`src/rtl/ree_rst_sequencer_if.sv`:
```
// rtl/ree_rst_sequencer_if.sv - boot-control request and REE core reset signals
interface ree_rst_sequencer_if;
   logic        ree_cpu_rst_n;
   logic [31:0] ree_cpu_rst_addr;
   logic        ree_bus_idle;
   logic        cpu_rst_b;
   logic [31:0] cpu_rst_vector;
   logic        cpu_halt_req;
   logic        rel_pulse;
   logic        drain_timeout;
   logic [1:0]  seq_state;

   modport master (
      output ree_cpu_rst_n, ree_cpu_rst_addr, ree_bus_idle,
      input  cpu_rst_b, cpu_rst_vector, cpu_halt_req, rel_pulse, drain_timeout, seq_state
   );

   modport slave (
      input  ree_cpu_rst_n, ree_cpu_rst_addr, ree_bus_idle,
      output cpu_rst_b, cpu_rst_vector, cpu_halt_req, rel_pulse, drain_timeout, seq_state
   );
endinterface

```
`src/rtl/ree_rst_sequencer.sv`:
```
// rtl/ree_rst_sequencer.sv - REE core reset sequencer: hold, settle, release, halt-and-drain
module ree_rst_sequencer #(
   parameter int unsigned HOLD_CYCLES   = 16,
   parameter int unsigned RELEASE_DELAY = 4,
   parameter int unsigned DRAIN_TIMEOUT = 256,
   parameter logic [31:0] RESET_VECTOR  = 32'h1007FFFF
) (
   input  logic                 hclk,
   input  logic                 hrst,
   ree_rst_sequencer_if.slave   bus
);
   localparam int unsigned MAX_HR  = (HOLD_CYCLES > RELEASE_DELAY) ? HOLD_CYCLES : RELEASE_DELAY;
   localparam int unsigned CNT_MAX = (MAX_HR > DRAIN_TIMEOUT) ? MAX_HR : DRAIN_TIMEOUT;
   localparam int unsigned CW      = $clog2(CNT_MAX + 1);

   localparam logic [CW-1:0] HOLD_C    = CW'(HOLD_CYCLES);
   localparam logic [CW-1:0] REL_LAST  = CW'(RELEASE_DELAY - 1);
   localparam logic [CW-1:0] DRN_LAST  = CW'(DRAIN_TIMEOUT - 1);
   localparam logic [CW-1:0] CNT_ONE   = CW'(1);

   typedef enum logic [1:0] {
      S_HOLD  = 2'd0,
      S_PRE   = 2'd1,
      S_RUN   = 2'd2,
      S_DRAIN = 2'd3
   } state_e;

   state_e        state_q, state_d;
   logic [CW-1:0] cnt_q, cnt_d;
   logic [31:0]   vector_q, vector_d;
   logic          timeout_q, timeout_d;
   logic          rst_b_q, rst_b_d;
   logic          halt_q, halt_d;
   logic          pulse_q, pulse_d;

   always_ff @(posedge hclk or posedge hrst) begin
      if (hrst) begin
         state_q   <= S_HOLD;
         cnt_q     <= '0;
         vector_q  <= RESET_VECTOR;
         timeout_q <= 1'b0;
         rst_b_q   <= 1'b0;
         halt_q    <= 1'b0;
         pulse_q   <= 1'b0;
      end else begin
         state_q   <= state_d;
         cnt_q     <= cnt_d;
         vector_q  <= vector_d;
         timeout_q <= timeout_d;
         rst_b_q   <= rst_b_d;
         halt_q    <= halt_d;
         pulse_q   <= pulse_d;
      end
   end

   always_comb begin
      state_d   = state_q;
      cnt_d     = cnt_q;
      vector_d  = vector_q;
      timeout_d = timeout_q;
      case (state_q)
         S_HOLD: begin
            if (cnt_q == HOLD_C && bus.ree_cpu_rst_n) begin
               state_d  = S_PRE;
               vector_d = bus.ree_cpu_rst_addr;
            end else if (cnt_q != HOLD_C) begin
               cnt_d = cnt_q + CNT_ONE;
            end
         end
         S_PRE: begin
            if (!bus.ree_cpu_rst_n)      state_d = S_HOLD;
            else if (cnt_q == REL_LAST)  state_d = S_RUN;
            else                         cnt_d   = cnt_q + CNT_ONE;
         end
         S_RUN: begin
            if (!bus.ree_cpu_rst_n) state_d = S_DRAIN;
         end
         S_DRAIN: begin
            // Idle takes priority so a drain that finishes on the last cycle is not flagged.
            if (bus.ree_bus_idle) begin
               state_d = S_HOLD;
            end else if (cnt_q == DRN_LAST) begin
               state_d   = S_HOLD;
               timeout_d = 1'b1;
            end else begin
               cnt_d = cnt_q + CNT_ONE;
            end
         end
         default: state_d = S_HOLD;
      endcase
      if (state_d != state_q) cnt_d = '0;

      // Outputs are registered from the next state so they line up with seq_state.
      rst_b_d = (state_d == S_RUN) || (state_d == S_DRAIN);
      halt_d  = (state_d == S_DRAIN);
      pulse_d = (state_d == S_RUN) && (state_q != S_RUN);
   end

   assign bus.cpu_rst_b      = rst_b_q;
   assign bus.cpu_rst_vector = vector_q;
   assign bus.cpu_halt_req   = halt_q;
   assign bus.rel_pulse      = pulse_q;
   assign bus.drain_timeout  = timeout_q;
   assign bus.seq_state      = state_q;
endmodule

```
`src/flat_wrapper.sv`:
```
// flat-port wrapper written by rule: the top's interface ports become plain ports
module ree_rst_sequencer_flat 
#(
   parameter int unsigned HOLD_CYCLES   = 16,
   parameter int unsigned RELEASE_DELAY = 4,
   parameter int unsigned DRAIN_TIMEOUT = 256,
   parameter logic [31:0] RESET_VECTOR  = 32'h1007FFFF
)
  (hclk, hrst, bus_ree_cpu_rst_n, bus_ree_cpu_rst_addr, bus_ree_bus_idle, bus_cpu_rst_b, bus_cpu_rst_vector, bus_cpu_halt_req, bus_rel_pulse, bus_drain_timeout, bus_seq_state);
  ree_rst_sequencer_if bus_i ();
  input  logic hclk;
  input  logic hrst;
  input wire logic [$bits(bus_i.ree_cpu_rst_n)-1:0] bus_ree_cpu_rst_n;
  input wire logic [$bits(bus_i.ree_cpu_rst_addr)-1:0] bus_ree_cpu_rst_addr;
  input wire logic [$bits(bus_i.ree_bus_idle)-1:0] bus_ree_bus_idle;
  output wire logic [$bits(bus_i.cpu_rst_b)-1:0] bus_cpu_rst_b;
  output wire logic [$bits(bus_i.cpu_rst_vector)-1:0] bus_cpu_rst_vector;
  output wire logic [$bits(bus_i.cpu_halt_req)-1:0] bus_cpu_halt_req;
  output wire logic [$bits(bus_i.rel_pulse)-1:0] bus_rel_pulse;
  output wire logic [$bits(bus_i.drain_timeout)-1:0] bus_drain_timeout;
  output wire logic [$bits(bus_i.seq_state)-1:0] bus_seq_state;
  assign bus_i.ree_cpu_rst_n = bus_ree_cpu_rst_n;
  assign bus_i.ree_cpu_rst_addr = bus_ree_cpu_rst_addr;
  assign bus_i.ree_bus_idle = bus_ree_bus_idle;
  assign bus_cpu_rst_b = bus_i.cpu_rst_b;
  assign bus_cpu_rst_vector = bus_i.cpu_rst_vector;
  assign bus_cpu_halt_req = bus_i.cpu_halt_req;
  assign bus_rel_pulse = bus_i.rel_pulse;
  assign bus_drain_timeout = bus_i.drain_timeout;
  assign bus_seq_state = bus_i.seq_state;
  ree_rst_sequencer #(.HOLD_CYCLES(HOLD_CYCLES), .RELEASE_DELAY(RELEASE_DELAY), .DRAIN_TIMEOUT(DRAIN_TIMEOUT), .RESET_VECTOR(RESET_VECTOR)) u_core (.hclk(hclk), .hrst(hrst), .bus(bus_i));
endmodule
```
`config.mk`:
```
export PLATFORM = sky130hd
export DESIGN_NAME = ree_rst_sequencer_flat
export DESIGN_NICKNAME = d
export VERILOG_FILES = /design/src/rtl/ree_rst_sequencer_if.sv /design/src/rtl/ree_rst_sequencer.sv /design/src/flat_wrapper.sv
export SDC_FILE = /design/constraint.sdc
export NUM_CORES = 1
export LEC_CHECK = 0
export BUFFER_PORTS_ARGS = -buffer_cell sky130_fd_sc_hd__buf_2
export CAP_MARGIN = 20
export CORE_MARGIN = 5
export CORE_UTILIZATION = 35
export CTS_BUF_LIST = sky130_fd_sc_hd__clkbuf_4 sky130_fd_sc_hd__clkbuf_8
export DETAILED_ROUTE_END_ITERATION = 16
export GPL_ROUTABILITY_DRIVEN = 0
export GPL_TIMING_DRIVEN = 0
export HOLD_SLACK_MARGIN = 0.08
export SYNTH_ARGS = -nofsm -noshare
export SYNTH_HDL_FRONTEND = slang
export SYNTH_SLANG_ARGS = --single-unit
```
`constraint.sdc`:
```
create_clock -name hclk -period 2.3 [get_ports hclk]
set_input_delay 0.23 -clock hclk [delete_from_list [all_inputs] [get_ports hclk]]
set_output_delay 0.23 -clock hclk [all_outputs]
set_load 0.1 [all_outputs]
```
Word level (Yosys, flattened, before mapping). Index checks and enable logic that the tools add are counted.

Register bits after elaboration: 47. Output and inout bits: 38. Input port bits: 36.

$add $sub $neg: 1. Mux-type cells: 15. Reduce and logical (&&, ||, !) cells: 8. Equal/unequal tests: 17. Bitwise operators: 1.

Operators by type and width (count): two-way mux 9 bit (7); one-hot mux 9 bit (3 select lines) (1); two-way mux 2 bit (6); adder 9 x 1 -> 9 bit (second input constant) (1); == test 9 x 2 -> 1 bit (second input constant) (1); == test 9 x 5 -> 1 bit (second input constant) (1); == test 9 x 8 -> 1 bit (second input constant) (1); != test 3 bit (second input constant) (3); != test 9 x 5 -> 1 bit (second input constant) (1); == test 2 bit (second input constant) (4); one-hot mux 2 bit (4 select lines) (1); AND reduction 7 bit (1); != test 3 x 2 -> 1 bit (second input constant) (2); nonzero test 4 bit (1); != test 3 x 1 -> 1 bit (second input constant) (1); AND reduction 3 bit (1); == test 2 x 1 -> 1 bit (second input constant) (1); logical AND 1 bit (2); logical NOT 2 bit (1); != test 2 bit (1); != test 2 bit (second input constant) (1); AND reduction 2 bit (1); logical OR 1 bit (1); NOT 1 bit (1).

Logic depth before layout (Yosys ltp).
Depth in word-level cells: 7. Mapped depth: 10.

Worst setup path after synthesis. Ideal clock, no wire load.

Path kind: register -> register. Start point: register u_core.state_q[0], in the netlist u_core.bus.seq_state[0]. End point: register u_core.cnt_q[3]. Slack: 156 ps. Cell stages (with the launch flop): 7. Path buffers: 1. Arrival: 2022 ps. Path through: dfrtp_1 clkbuf_1 inv_1 a21o_1 a31oi_1 xnor2_1 nor2_1.

Cells in the longest elaborated chain, start to end: 6.

RTL lines: from (decl) (line ree_rst_sequencer.sv:28) `state_e state_q, state_d;`; from (signal assigned) (line ree_rst_sequencer.sv:46) `state_q <= state_d;`; two-way mux 2 bit (on tied branches) (line ree_rst_sequencer.sv:82, ree_rst_sequencer.sv:72); two-way mux 2 bit (on tied branches) (line ree_rst_sequencer.sv:80, ree_rst_sequencer.sv:71); one-hot mux 2 bit (4 select lines) (line ree_rst_sequencer.sv:61) `case (state_q)`; != test 2 bit (line ree_rst_sequencer.sv:91) `if (state_d != state_q) cnt_d = '0;`; != test 3 bit (no line), or another cell as far along; AND reduction 7 bit (no line); to (signal assigned) (line ree_rst_sequencer.sv:47) `cnt_q <= cnt_d;`; to (decl) (line ree_rst_sequencer.sv:29) `logic [CW-1:0] cnt_q, cnt_d;`.

Several ways; a longest one is shown, not always the timed one. A chain may end at the register's enable or synchronous reset.

Worst setup path in the final report.
Start point: register u_core.cnt_q[0]. End point: register u_core.vector_q[26], in the netlist u_core.bus.cpu_rst_vector[26].

Cells in the longest elaborated chain, start to end: 3.

RTL lines: == test 9 x 5 -> 1 bit (line ree_rst_sequencer.sv:63) `if (cnt_q == HOLD_C && bus.ree_cpu_rst_n) begin`; logical AND 1 bit (line ree_rst_sequencer.sv:63); AND reduction 2 bit (no line); to (signal assigned) (line ree_rst_sequencer.sv:48) `vector_q <= vector_d;`; to (decl) (line ree_rst_sequencer.sv:30) `logic [31:0] vector_q, vector_d;`.

No other way between the ends.

==> results.toml <==
[setup_path]
reg2reg_setup_slack_ns = 0.20
path_cells = "inv_1 > ha_1 > nor4bb_1 > nand2_1 > nor2_2 > buf_2 > nand2_1 > nand2_1"
r2r.worst_path.cells = 8
r2r_end = "u_core.bus.cpu_rst_vector[26]"
path_common_cell = "nand2_1"
critical_path_class = "reg2reg"
cp-end-kind = "register"
cp_max_fo = 10
critPathLaunchType = "register"
worstPathArrival_ns = 2.34
critPathSlowestCell = "dfrtp_2"
cpPeakStageDelay_ns = 0.47
worst_ep_required_time_ns = 2.54
rr_startpoint = "u_core.cnt_q[0]"

[cts]
tritoncts = "yes"
clock_sinks = 47
clk_path_buf_depth = 2
htreeDepth = 2
clkTransAtPathRegs_ns = 0.08
clock_latency_ns = 0.30
cts_made_buffers = 5
root_buffer = "clkbuf_8"

[timing]
hold_viol = 0
fmax_mhz = 476
tns_ns = 0
slew_viol_final = 0
rsz0062_at_grt = "no"
slew-limit-headroom_pct = 55.2
worst_pin_slew_ns = 0.666
fin_crit_ns = 2.10
setup_viol = 0
holdWs_ns = 0.110
finalCritPeriodShare_pct = 91.4
finClkSkew_ns = 0.00697

[drt]
drt-total-wl_um = 4990
ant_nets = 0
dr.pass1.iters = 4
remaining_drc_errors = 0
num_vias = 1906
vias_per_cell = 4.79
wl_per_cell_um = 12.5
drt_iter0_markers = 72

[place]
hpwl_um = 3750
io_buffers = 72

[layout]
antennaDiodeCount = 0
syn2layout_area_growth_pct = 28.1
seq_area_um2 = 1210
drive_above_1_share_pct = 38.1
multi_input_area_um2 = 890
nets = 361
n_fill_cell = 600

[global_routing]
met2_usage_pct = 21.1
grt_pass1_vias = 1831
met1_usage_pct = 17.5
grt_usage_pct = 13.3
met3_usage_pct = 3.35
grt_overflow_total = 0
antenna_found_initial = 0
grt_pass1_wl_um = 8310
grt.busiest_layer = "met2"
grt_start_max_net_pins = 28

[die]
start_util_pct = 36.2
die_h_um = 88.8
dieArea_um2 = 7880
io_pins = 74
dieWidth_um = 88.8
num_rows = 28
coreArea_um2 = 5990

[synthesis]
synth_area_per_cell_um2 = 9.05
syn-cell-area_um2 = 2170
ys_seq_elements = 47
yosysMostFrequentCell = "nand2_1"
synth_top_area_cell = "dfrtp_1"
synth_nets = 279
ys_warn_count = 0
synth_area_leaders = "dfrtp_1 (31%), dfstp_2 (24%), nand2_1 (18%), inv_1 (2.2%), xnor2_1 (2.0%)"
synthArstFlopShare_pct = 100
ys_seq_area_share_pct = 55.3
synth-edff-count = 0
yosysUniqueCellTypes = 37
ys.flop_type = "dfrtp_1"
synth_common_cells = "nand2_1 (104), dfrtp_1 (27), dfstp_2 (20)"
synthCells = 240
synth_top_area_share_pct = 31.1

[power]
p_leak_uw = 0.00150
ir_drop_mv = 0.776
power_density_nw_per_um2 = 1530
total_power_uw = 4260

[job]
maxCapViolCount = 0

[run_status]
outcome = "complete, no violations"

[worst_hold_path]
hold_path_end = "u_core.bus.cpu_rst_vector[14]"
holdPathStages = 3
hold_path_class = "in2reg"
min_from = "bus_ree_cpu_rst_addr[14]"
## worst max-delay path: cells and delay by family (launching register included)
family	cells	cell delay, ns
AND/OR/NAND/NOR	5	1.05
flip-flops	1	0.47
buffers and inverters	2	0.37
adder cells (fa/ha/maj)	1	0.16
## kinds of logic after synthesis
kind of cell | Yosys count | synth area share, %
adders and majority gates | 3 | 1.73
DFF | 47 | 55.3
buffers and inverters | 22 | 4.03
xor gates and xnor gates | 5 | 2.02
AOI/OAI and AO/OA | 29 | 10.1
and+or+nand+nor | 134 | 26.8
## metal layers
| metal | vias up | wire (µm) |
|---|---|---|
| li1 | 955 | - |
| met3 | 6 | 355 |
| met2 | 48 | 2350 |
| met5 | - | 0 |
| met4 | 0 | 68 |
| met1 | 897 | 2210 |
## cell type report
| type | count | area share [%] |
|---|---|---|
| Timing Repair Buffer | 75 | 14.3 |
| Multi-Input combinational cell | 171 | 32.0 |
| Inverter | 13 | 1.76 |
| Buffer | 9 | 1.40 |
| Clock buffer | 7 | 3.47 |
| Sequential cell | 47 | 43.4 |
| Tap cell | 75 | 3.38 |
| Clock inverter | 1 | 0.270 |
## per-stage QoR
step	cells	setup slack, ns	utilization, %	area (µm²)
6_report	398	0.198	46.4	2780
3_3_place_gp	387	0.0875	43.8	2630
2_1_floorplan	240	0.156	-	2170
4_1_cts	397	0.0161	46.1	2760
5_1_grt	398	0.0107	46.4	2780
3_5_place_dp	388	0.0346	44.2	2650
## repair_timing
action	4_1_cts	5_1_grt
hold buffers	1	0
setup endpoints to repair	0	39
endpoints found under the hold margin	10	0
gates resized for setup	0	9
buffers inserted	0	1
## power by group
part / switching [µW] / leakage [µW] / internal (µW)
Clock: 273 / 0.0000505 / 274
Sequential: 224 / 0.000559 / 1190
Combinational: 1890 / 0.000888 / 413
## registers in the layout, indices dropped and copies added, names as in the netlist
name                       flops
u_core.bus.drain_timeout       1
u_core.bus.cpu_rst_b           1
u_core.cnt_q                   9
u_core.bus.cpu_halt_req        1
u_core.bus.cpu_rst_vector     32
u_core.bus.rel_pulse           1
u_core.bus.seq_state           2
## worst max-delay path by stage
stage	start	end	slack, ns	cells after the start
4_1_cts	u_core.cnt_q[0]	u_core.cnt_q[7]	0.02	10
5_1_grt	u_core.cnt_q[0]	u_core.bus.cpu_rst_vector[26]	0.01	8
2_1_floorplan	u_core.bus.seq_state[0]	u_core.cnt_q[3]	0.16	6
6_report	u_core.cnt_q[0]	u_core.bus.cpu_rst_vector[26]	0.20	8
3_3_place_gp	u_core.cnt_q[0]	u_core.cnt_q[7]	0.09	10
3_5_place_dp	u_core.cnt_q[0]	u_core.cnt_q[7]	0.03	10
## cells in the final DEF, fill, tap and decap left out, types with 3 or more instances in the layout
cell type / count
buf_2: 76
dfstp_2: 20
a21o_1: 3
o21ai_0: 3
clkbuf_8: 7
nand4_1: 3
ha_1: 3
dfrtp_2: 5
nand2_1: 104
dfrtp_1: 22
a31oi_1: 5
o2111ai_1: 3
clkbuf_1: 5
xnor2_1: 5
inv_1: 12
nand3_1: 7
nor2_1: 8
Power figures use the tool's default switching activity.
